==> config.mk <==
export PLATFORM = sky130hd
export DESIGN_NAME = ahb_matrix_decoder_param
export DESIGN_NICKNAME = d
export VERILOG_FILES = /design/src/rtl/ahb_matrix_decoder_param.sv
export SDC_FILE = /design/constraint.sdc
export NUM_CORES = 1
export LEC_CHECK = 0
export ABC_AREA = 1
export CORE_AREA = 5 5 146 148
export DETAILED_ROUTE_END_ITERATION = 8
export DIE_AREA = 0 0 151 153
export GPL_TIMING_DRIVEN = 0
export MAX_ROUTING_LAYER = met4
export PLACE_DENSITY_LB_ADDON = 0.25
export SYNTH_ARGS = -nofsm -noshare
export SYNTH_HDL_FRONTEND = slang
export SYNTH_SLANG_ARGS = --single-unit
==> constraint.sdc <==
create_clock -name HCLK -period 2.3 [get_ports HCLK]
set_input_delay 0.46 -clock HCLK [delete_from_list [all_inputs] [get_ports HCLK]]
set_output_delay 0.46 -clock HCLK [all_outputs]
set_load 0.01 [all_outputs]
==> src/rtl/ahb_matrix_decoder_param.sv <==
// ============================================================================
// ahb_matrix_decoder_param
//
// Per-input-stage address decoder for the AHB bus matrix. One input stage is
// routed to one of NUM_PORTS output stages. The target is chosen from
// parameter-defined address regions, a runtime port-enable mask and an
// optional remap alias window. Addresses that hit no enabled region go to an
// integrated default slave. That slave answers NONSEQ/SEQ transfers with a
// two-cycle ERROR response and counts them in a saturating error counter.
//
// Ports
//   HCLK             AHB clock
//   HRESETn          asynchronous active-low reset
//   HREADYS          transfer-done indication of the input stage
//   sel_dec          HSEL from the input stage
//   decode_addr_dec  HADDR[31:10] of the current address phase
//   trans_dec        HTRANS of the current address phase
//   port_en          runtime per-port enable (clear = region unmapped)
//   remap            enables the alias window onto REMAP_PORT
//   err_clr          synchronous clear of err_count
//   active_dec_in    per-output-stage "active" indications
//   readyout_dec     per-port HREADYOUT
//   resp_dec         per-port HRESP, 2 bits per port
//   rdata_dec        per-port HRDATA, 32 bits per port
//   ruser_dec        per-port HRUSER, UW bits per port
//   sel_dec_out      one-hot HSEL towards the output stages
//   active_dec       active indication of the selected output stage
//   HREADYOUTS       HREADY feedback to the input stage
//   HRESPS           response to the input stage
//   HRDATAS          read data to the input stage
//   HRUSERS          read user data to the input stage
//   err_count        saturating count of default-slave ERROR responses
// ============================================================================
module ahb_matrix_decoder_param #(
    parameter int                      NUM_PORTS    = 4,
    parameter int                      UW           = 32,
    parameter logic [22*NUM_PORTS-1:0] REGION_BASE  = {NUM_PORTS{22'h000000}},
    parameter logic [22*NUM_PORTS-1:0] REGION_LIMIT = {NUM_PORTS{22'h000000}},
    parameter int                      REMAP_PORT   = 0,
    parameter logic [21:0]             ALIAS_BASE   = 22'h000000,
    parameter logic [21:0]             ALIAS_LIMIT  = 22'h00003f
) (
    input  logic                    HCLK,
    input  logic                    HRESETn,
    input  logic                    HREADYS,
    input  logic                    sel_dec,
    input  logic [21:0]             decode_addr_dec,
    input  logic [1:0]              trans_dec,
    input  logic [NUM_PORTS-1:0]    port_en,
    input  logic                    remap,
    input  logic                    err_clr,
    input  logic [NUM_PORTS-1:0]    active_dec_in,
    input  logic [NUM_PORTS-1:0]    readyout_dec,
    input  logic [2*NUM_PORTS-1:0]  resp_dec,
    input  logic [32*NUM_PORTS-1:0] rdata_dec,
    input  logic [UW*NUM_PORTS-1:0] ruser_dec,
    output logic [NUM_PORTS-1:0]    sel_dec_out,
    output logic                    active_dec,
    output logic                    HREADYOUTS,
    output logic [1:0]              HRESPS,
    output logic [31:0]             HRDATAS,
    output logic [UW-1:0]           HRUSERS,
    output logic [7:0]              err_count
);

    // Default-slave states
    localparam logic [1:0] DS_IDLE = 2'd0;
    localparam logic [1:0] DS_ERR1 = 2'd1;
    localparam logic [1:0] DS_ERR2 = 2'd2;

    localparam logic [1:0] TRANS_IDLE = 2'b00;
    localparam logic [1:0] RESP_OKAY  = 2'b00;
    localparam logic [1:0] RESP_ERROR = 2'b01;

    // Region bounds and alias window are carried on nets so the comparators
    // stay generic even when a bound is zero.
    logic [21:0]          region_base  [NUM_PORTS];
    logic [21:0]          region_limit [NUM_PORTS];
    logic [21:0]          alias_base;
    logic [21:0]          alias_limit;

    logic [NUM_PORTS-1:0] region_sel;
    logic                 region_found;
    logic [NUM_PORTS-1:0] alias_sel;
    logic                 alias_hit;

    // Address-phase selection: one-hot real port, or the default slave
    logic [NUM_PORTS-1:0] addr_sel;
    logic                 addr_dflt;

    // Data-phase selection. dp_sel==0 and dp_dflt==0 encodes "none".
    logic [NUM_PORTS-1:0] dp_sel;
    logic                 dp_dflt;

    logic [1:0]           ds_state;
    logic [1:0]           ds_next;
    logic                 ds_qualify;
    logic                 ds_ready;
    logic [1:0]           ds_resp;

    logic                 mux_ready;
    logic [1:0]           mux_resp;
    logic [31:0]          mux_rdata;
    logic [UW-1:0]        mux_ruser;

    // Unpack the flattened region parameters into per-port bounds.
    always_comb begin
        for (int i = 0; i < NUM_PORTS; i++) begin
            region_base[i]  = REGION_BASE[22*i +: 22];
            region_limit[i] = REGION_LIMIT[22*i +: 22];
        end
    end

    assign alias_base  = ALIAS_BASE;
    assign alias_limit = ALIAS_LIMIT;

    // Lowest-index enabled port whose region contains the address wins.
    always_comb begin
        region_sel   = '0;
        region_found = 1'b0;
        for (int i = 0; i < NUM_PORTS; i++) begin
            if (!region_found && port_en[i] &&
                (decode_addr_dec >= region_base[i]) &&
                (decode_addr_dec <= region_limit[i])) begin
                region_sel[i] = 1'b1;
                region_found  = 1'b1;
            end
        end
    end

    // One-hot of the remap target port.
    always_comb begin
        alias_sel = '0;
        for (int i = 0; i < NUM_PORTS; i++) begin
            if (i == REMAP_PORT) begin
                alias_sel[i] = 1'b1;
            end
        end
    end

    // The alias only applies when its target port is itself enabled.
    assign alias_hit = remap &&
                       (decode_addr_dec >= alias_base) &&
                       (decode_addr_dec <= alias_limit) &&
                       (|(port_en & alias_sel));

    // An IDLE address phase keeps pointing at the port that owns the current
    // data phase so HSEL towards the output stage does not toggle during idle.
    always_comb begin
        addr_sel  = '0;
        addr_dflt = 1'b0;
        if ((trans_dec == TRANS_IDLE) && (|dp_sel)) begin
            addr_sel = dp_sel;
        end else if (alias_hit) begin
            addr_sel = alias_sel;
        end else if (region_found) begin
            addr_sel = region_sel;
        end else begin
            addr_dflt = 1'b1;
        end
    end

    assign sel_dec_out = sel_dec ? addr_sel : '0;
    assign active_dec  = addr_dflt ? 1'b1 : (|(addr_sel & active_dec_in));

    // Data-phase owner, advanced whenever the input stage completes a beat.
    always_ff @(posedge HCLK or negedge HRESETn) begin
        if (!HRESETn) begin
            dp_sel  <= '0;
            dp_dflt <= 1'b0;
        end else if (HREADYS) begin
            dp_sel  <= sel_dec ? addr_sel : '0;
            dp_dflt <= sel_dec & addr_dflt;
        end
    end

    // Only active NONSEQ/SEQ transfers to the default slave start an ERROR.
    assign ds_qualify = addr_dflt && sel_dec && HREADYS && trans_dec[1];

    // Default-slave next state: ERR1 is the wait cycle, ERR2 completes the
    // ERROR and can chain straight into another one.
    always_comb begin
        ds_next = ds_state;
        case (ds_state)
            DS_IDLE: ds_next = ds_qualify ? DS_ERR1 : DS_IDLE;
            DS_ERR1: ds_next = DS_ERR2;
            DS_ERR2: ds_next = ds_qualify ? DS_ERR1 : DS_IDLE;
            default: ds_next = DS_IDLE;
        endcase
    end

    // Default-slave state register.
    always_ff @(posedge HCLK or negedge HRESETn) begin
        if (!HRESETn) begin
            ds_state <= DS_IDLE;
        end else begin
            ds_state <= ds_next;
        end
    end

    assign ds_ready = (ds_state != DS_ERR1);
    assign ds_resp  = (ds_state == DS_IDLE) ? RESP_OKAY : RESP_ERROR;

    // Error counter counts entries into ERR1 and saturates; a clear in the
    // same cycle as an entry wins.
    always_ff @(posedge HCLK or negedge HRESETn) begin
        if (!HRESETn) begin
            err_count <= 8'h00;
        end else if (err_clr) begin
            err_count <= 8'h00;
        end else if ((ds_next == DS_ERR1) && (err_count != 8'hFF)) begin
            err_count <= err_count + 8'h01;
        end
    end

    // AND-OR mux of the slave responses using the one-hot data-phase owner.
    always_comb begin
        mux_ready = 1'b0;
        mux_resp  = '0;
        mux_rdata = '0;
        mux_ruser = '0;
        for (int i = 0; i < NUM_PORTS; i++) begin
            if (dp_sel[i]) begin
                mux_ready = mux_ready | readyout_dec[i];
                mux_resp  = mux_resp  | resp_dec[2*i +: 2];
                mux_rdata = mux_rdata | rdata_dec[32*i +: 32];
                mux_ruser = mux_ruser | ruser_dec[UW*i +: UW];
            end
        end
    end

    // Response back to the input stage: default slave, real port, or an
    // always-ready OKAY when no data phase is in flight.
    always_comb begin
        HREADYOUTS = 1'b1;
        HRESPS     = RESP_OKAY;
        HRDATAS    = '0;
        HRUSERS    = '0;
        if (dp_dflt) begin
            HREADYOUTS = ds_ready;
            HRESPS     = ds_resp;
        end else if (|dp_sel) begin
            HREADYOUTS = mux_ready;
            HRESPS     = mux_resp;
            HRDATAS    = mux_rdata;
            HRUSERS    = mux_ruser;
        end
    end

endmodule

# Yosys cells after proc, flatten, opt, wreduce, memory -nomap -nowiden
# Index checks and enable logic that the tools add are counted.
totals:
  regBits: 15
  output_inout_bits: 80
  word_cells: 99
classes:
  addsub: 1
  n_lt_le_gt_ge: 3
  n_eq_ne: 5
  n_mux: 44
  n_bitwise: 14
  n_reduce_logical: 28
ops:
  columns: ["cell", "n"]
  rows:
  - ["32-bit 2-to-1 mux", 12]
  - ["32-bit bitwise OR", 6]
  - ["22-bit by 1-bit greater-or-equal comparator with 1-bit output (second input constant)", 1]
  - ["22-bit by 1-bit <= comparator with 1-bit output (second input constant)", 1]
  - ["22-bit by 6-bit <= comparator with 1-bit output (second input constant)", 1]
  - ["1-bit logical AND", 19]
  - ["1-bit 2-to-1 mux", 19]
  - ["4-bit 2-to-1 mux", 4]
  - ["8-bit 2-to-1 mux", 2]
  - ["2-bit 2-to-1 mux", 6]
  - ["8-bit by 1-bit adder with 8-bit output (second input constant)", 1]
  - ["8-bit != test (second input constant)", 1]
  - ["4-bit OR reduction", 2]
  - ["2-bit bitwise OR", 3]
  - ["4-bit AND", 1]
  - ["2-bit by 1-bit == test with 1-bit output (second input constant)", 2]
  - ["2-bit logical NOT", 2]
  - ["2-bit one-hot mux with 2 select lines", 1]
  - ["1-bit logical NOT", 3]
  - ["1-bit bitwise OR", 3]
  - ["2-bit == test (second input constant)", 1]
  - ["2-bit by 1-bit != test with 1-bit output (second input constant)", 1]
  - ["2-bit nonzero test", 1]
  - ["2-bit OR reduction", 1]
  - ["1-bit AND", 1]

# Depth between registers and ports, before layout
logic_depth:
  depth_word: 31
  depth_mapped: 11
  depth_no_buf: 11

# Least setup slack after synthesis
# Ideal clock, no wire load.
synth_path:
  path_kind: "input-to-output"
  start: "in decode_addr_dec[12]"
  end: "out active_dec"
  arrival_ns: 1.435
  required_time_ns: 1.840
  slack_ns: 0.405
  stages: 9
  path_buffers: 0
  path_cell_list: "or2_1 > nor2_2 > nand2_2 > nor2_4 > o41ai_2 > nand2_2 > nand2_1 > inv_1 > nand4_1"
synth_via:
  elab_chain_cells: 25
  word_cells_on_any_way: 36
  cone_classes: "order compare (3); mux (14); bitwise (1); reduce/logical (18)"
synth_rtl:
  columns: ["element", "line_no", "text"]
  rows:
  - ["start: declaration", "47", "input logic [21:0] decode_addr_dec,"]
  - ["22-bit by 1-bit greater-or-equal comparator with 1-bit output", "123, 143", null]
  - ["1-bit logical AND", "122", "if (!region_found && port_en[i] &&"]
  - ["1-bit logical AND", "123", "(decode_addr_dec >= region_base[i]) &&"]
  - ["1-bit 2-to-1 mux", "122", null]
  - ["1-bit logical NOT", "122", null]
  - ["1-bit logical AND (2 in a row)", "122", null]
  - ["1-bit logical AND", "123", null]
  - ["1-bit 2-to-1 mux", "122", null]
  - ["[8 not listed]", null, null]
  - ["1-bit logical AND", "123", null]
  - ["1-bit 2-to-1 mux", "122", null]
  - ["4-bit 2-to-1 mux", "156", "end else if (region_found) begin"]
  - ["4-bit 2-to-1 mux", "154", "end else if (alias_hit) begin"]
  - ["4-bit 2-to-1 mux", "152", "if ((trans_dec == TRANS_IDLE) && (|dp_sel)) begin"]
  - ["4-bit AND", "164", "assign active_dec = addr_dflt ? 1'b1 : (|(addr_sel & active_dec_in));"]
  - ["4-bit OR reduction", "164", null]
  - ["1-bit 2-to-1 mux (*)", "164", null]
  - ["end: declaration", "58", "output logic active_dec,"]
# Mark *: on every way between the ends. The rest lies on a longest branch, timed or not.

# Worst setup path in the final report
layout_path:
  start: "in trans_dec[0]"
  end: "out sel_dec_out[3]"
layout_via:
  elab_chain_cells: 4
layout_rtl:
  columns: ["element", "line_no", "text"]
  rows:
  - ["start: declaration", "48", "input logic [1:0] trans_dec,"]
  - ["2-bit logical NOT", "152", null]
  - ["1-bit logical AND", "152", null]
  - ["4-bit 2-to-1 mux", "152", null]
  - ["4-bit 2-to-1 mux", "163", "assign sel_dec_out = sel_dec ? addr_sel : '0;"]
  - ["end: declaration", "57", "output logic [NUM_PORTS-1:0] sel_dec_out,"]
# Every way passes these cells.

==> out/summary.log <==
qor: run_status.status finished with violations
qor: run_status.violations negative setup slack
qor: timing.transition_time_at_the_pin_with_the_least_slew_margin 709.3 ps
qor: detailed_routing.wl_per_cell 19.70 um
qor: place.hpwlAfterDp 17530 um
qor: synth.mappedNetlistNets 697
qor: global_routing.global_route.overflow_total 0
qor: clock_network.clock_insertion_delay_worst_skew 250 ps
qor: detailed_routing.drt_wl_total 21020 um
qor: cells_and_area.layout_nets 1102
qor: clock_network.cts.sink_count 15
qor: place.port-buffer-count 385
qor: power.peakVddDrop 0.0001929 V
qor: timing.rsz0062_at_grt yes
qor: cells_and_area.layout-area-overhead-vs-synth 165.9%
qor: setup_path.critical_path_peak_fanout 4
qor: synth.synth_top_family_by_area compound AO/OA/AOI/OAI gates
qor: global_routing.grt_pass1_wl 29120 um
qor: power.power_per_standard_cell_area 173.8 nW/um^2
qor: detailed_routing.number_of_drc_violations_after_detailed_routing_iteration_0 174
qor: place.place_congestion 0.8735
qor: detailed_routing.post_drt_via_cell_ratio 4.471
qor: global_routing.global_route.usage.total 0.1661
qor: timing.relSlewSlack 0.5257
qor: timing.finalClockSkew 3.208 ps
qor: die.placeableCoreArea 19910 um^2
qor: cells_and_area.final_design_utilization 0.3643
qor: timing.report.final.setup_viol 1
qor: detailed_routing.drt_drc_violations_left 0
qor: clock_network.clock_tree_from_tritoncts built
qor: setup_path.worst-endpoint-arrival 1850 ps
qor: synth.post_synth_num_cell_types 32
qor: global_routing.antenna_violations_before_repair 3
qor: die.ios 386
qor: synth.seq_area_frac_synth 0.1376
qor: min_path.hold_crit_path_type flop to flop
qor: cells_and_area.n_fill_cell 2190
qor: die.rows 52
qor: synth.ys_dominant_reg_cell sky130_fd_sc_hd__dfrtp_1
qor: timing.number_of_hold_violations_in_the_final_report 0
qor: setup_path.timing.critical_path.to_type output pin
qor: die.floorplan.die_area 23100 um^2
qor: setup_path.cp_class primary input to output pin
qor: timing.final.hold.worst_slack 432.3 ps
qor: job.max-cap-violations 0
qor: setup_path.cp-start-kind primary input
qor: power.p_leak 3.107 nW
qor: synth.synth_fa_ha_area_frac 0.004587
qor: synth.yosys-mux-area-fraction 0
qor: detailed_routing.detail_route.first_pass.iterations 4
qor: clock_network.numCtsBuffers 3
qor: detailed_routing.antenna_violating_nets_post_route 0
qor: die.start_util 0.1370
qor: global_routing.grt_pass1_vias 4806
qor: synth.post-synth-top-area-fraction 0.2151
qor: synth.yosys-top-cells-area sky130_fd_sc_hd__a22o_1 22%, sky130_fd_sc_hd__a221oi_1 21%, sky130_fd_sc_hd__dfrtp_1 14%
qor: timing.finalCritPeriodShare 1.006
qor: die.dieWidth 151 um
qor: synth.post_synth_most_frequent_cells 89 x sky130_fd_sc_hd__nor2_1, 67 x sky130_fd_sc_hd__a22o_1, 66 x sky130_fd_sc_hd__a221oi_1
qor: power.total_power 1.261 mW
qor: detailed_routing.num_vias 4771
qor: synth.synthesis.instances 390
qor: clock_network.cts-root-buf sky130_fd_sc_hd__clkbuf_16
qor: synth.synth_simple_gate_area_share 0.2830
qor: timing.final.setup.worst_slack -14.43 ps
qor: synth.synth_compound_gate_area_share 0.4633
qor: global_routing.maximum_number_of_pins_on_one_net_before_global_route_repair 16
qor: synth.post_synth_instance_area 2728 um^2
qor: timing.period_minus_slack 2314 ps
qor: synth.synth.yosys.warnings 0
qor: clock_network.htree_levels 1
qor: synth.synth.largest_area_cell sky130_fd_sc_hd__a22o_1
qor: synth.post_synth_xor_area_fraction 0.01606
qor: die.chipHeight 153 um
qor: timing.setup-tns-final -14.43 ps
qor: clock_network.clock_path_buffers 2
qor: place.placedCellCount 1045
qor: synth.synth.most_common_cell sky130_fd_sc_hd__nor2_1
qor: timing.final-max-slew-violation-count 0
qor: synth.synth-edff-count 0
qor: setup_path.cp_data_required_time 1840 ps
qor: clock_network.clkTransAtPathRegs 50 ps
qor: cells_and_area.finish.cell_count_without_fillers 1067
qor: synth.ys_async_sr_fraction 1.000
qor: cells_and_area.post_route_cells_drive_above_1_share 0.2330
qor: timing.fmax 432.1 MHz
qor: synth.synthesized_area_per_cell 6.994 um^2
qor: synth.synth.ff_latch_count 15
## metrics by stage
step | setup slack, ps | area [um^2]
final | -14.43 | 7253
after global routing | -120.2 | 7253
after CTS | -96.68 | 7192
after detailed placement | -641.4 | 6919
after global placement | -637.1 | 6919
after floorplan | 404.5 | 2728
## worst max-delay path: stages
cell and delay (ps):
sky130_fd_sc_hd__clkdlybuf4s50_1 510, sky130_fd_sc_hd__nor2_4 50, sky130_fd_sc_hd__nand2_4 100, sky130_fd_sc_hd__inv_4 40, sky130_fd_sc_hd__nor2_2 80, sky130_fd_sc_hd__nand4_1 150
sky130_fd_sc_hd__buf_4 180, sky130_fd_sc_hd__a21oi_2 120, sky130_fd_sc_hd__buf_2 160
## per-layer routing
| metal | wire length (um) | GRT usage |
|---|---|---|
| met1 | 8199 | 0.1963 |
| met2 | 10920 | 0.2965 |
| met3 | 1727 | 0.03376 |
| met4 | 174 | 0.02202 |
| met5 | 0 | - |
## power by group
part / internal [mW] / total (mW) / switching [mW]
logic: 0.460 / 0.637 / 0.177
registers: 0.269 / 0.278 / 0.00896
clock network: 0.233 / 0.346 / 0.113
total: 0.962 / 1.26 / 0.299
## flip-flops by register name, summed over array words and instances (netlist names)
name       cells
dp_dflt        1
dp_sel         4
ds_state       2
err_count      8
## layout make-up
cell class	count	area, um^2	area share
well taps	270	337.8	0.04658
flip-flops and latches	15	380.4	0.05244
clock inverters	1	5.005	0.0006900
diodes	3	7.507	0.001035
inverters	25	103.9	0.01432
clock buffers	3	75.07	0.01035
plain buffers	37	247.7	0.03416
multi-input cells	310	2360	0.3253
repair buffers	403	3736	0.5151
## final timing paths
check	to	cells past startpoint	slack (ps)	startpoint
worst min register to register	ds_state[1]	1	430	ds_state[1]
max in group asynchronous	dp_dflt	1	1170	HRESETn
worst max-delay path	sel_dec_out[3]	9	-10	trans_dec[0]
worst max register to register	dp_sel[3]	16	230	dp_sel[0]
worst min-delay path	ds_state[1]	1	430	ds_state[1]
min in group asynchronous	err_count[5]	1	640	HRESETn
## layout by cell type (no fill, tap or decap), types with 2 or more instances in the layout
cell and n:
sky130_fd_sc_hd__clkbuf_1 6, sky130_fd_sc_hd__a221oi_1 37, sky130_fd_sc_hd__nor2_2 12, sky130_fd_sc_hd__o21ai_0 3, sky130_fd_sc_hd__buf_4 20, sky130_fd_sc_hd__clkdlybuf4s50_1 288, sky130_fd_sc_hd__buf_2 17, sky130_fd_sc_hd__nand3_1 12
sky130_fd_sc_hd__diode_2 3, sky130_fd_sc_hd__a221oi_2 29, sky130_fd_sc_hd__a21oi_1 2, sky130_fd_sc_hd__dlymetal6s2s_1 2, sky130_fd_sc_hd__clkdlybuf4s15_1 14, sky130_fd_sc_hd__xor2_1 4, sky130_fd_sc_hd__nor2_4 4, sky130_fd_sc_hd__a22o_1 66
sky130_fd_sc_hd__nand4_1 5, sky130_fd_sc_hd__o22ai_1 4, sky130_fd_sc_hd__clkbuf_2 41, sky130_fd_sc_hd__clkbuf_16 3, sky130_fd_sc_hd__nand3_4 2, sky130_fd_sc_hd__dfrtp_2 4, sky130_fd_sc_hd__clkbuf_4 11, sky130_fd_sc_hd__dfrtp_1 11
sky130_fd_sc_hd__nand3_2 9, sky130_fd_sc_hd__inv_4 2, sky130_fd_sc_hd__dlygate4sd2_1 31, sky130_fd_sc_hd__buf_6 6, sky130_fd_sc_hd__o21ai_2 2, sky130_fd_sc_hd__clkdlybuf4s15_2 2, sky130_fd_sc_hd__inv_1 19, sky130_fd_sc_hd__inv_2 3
sky130_fd_sc_hd__nand2_1 21, sky130_fd_sc_hd__nand2_2 7, sky130_fd_sc_hd__nor2_1 78
## cells by family after synthesis
family	after synthesis
AND/OR/NAND/NOR	156
AO/OA/AOI/OAI	148
buffers and inverters	65
flip-flops	15
XOR/XNOR	5
adder cells (fa/ha/maj)	1
## timing repair
action	4_1_cts	5_1_grt
resized for setup	230	106
buffers inserted	11	8
pin swaps	31	22
setup endpoints to repair	72	52
hold buffers	0	0
No activity file was read; power rests on OpenSTA's default activity.
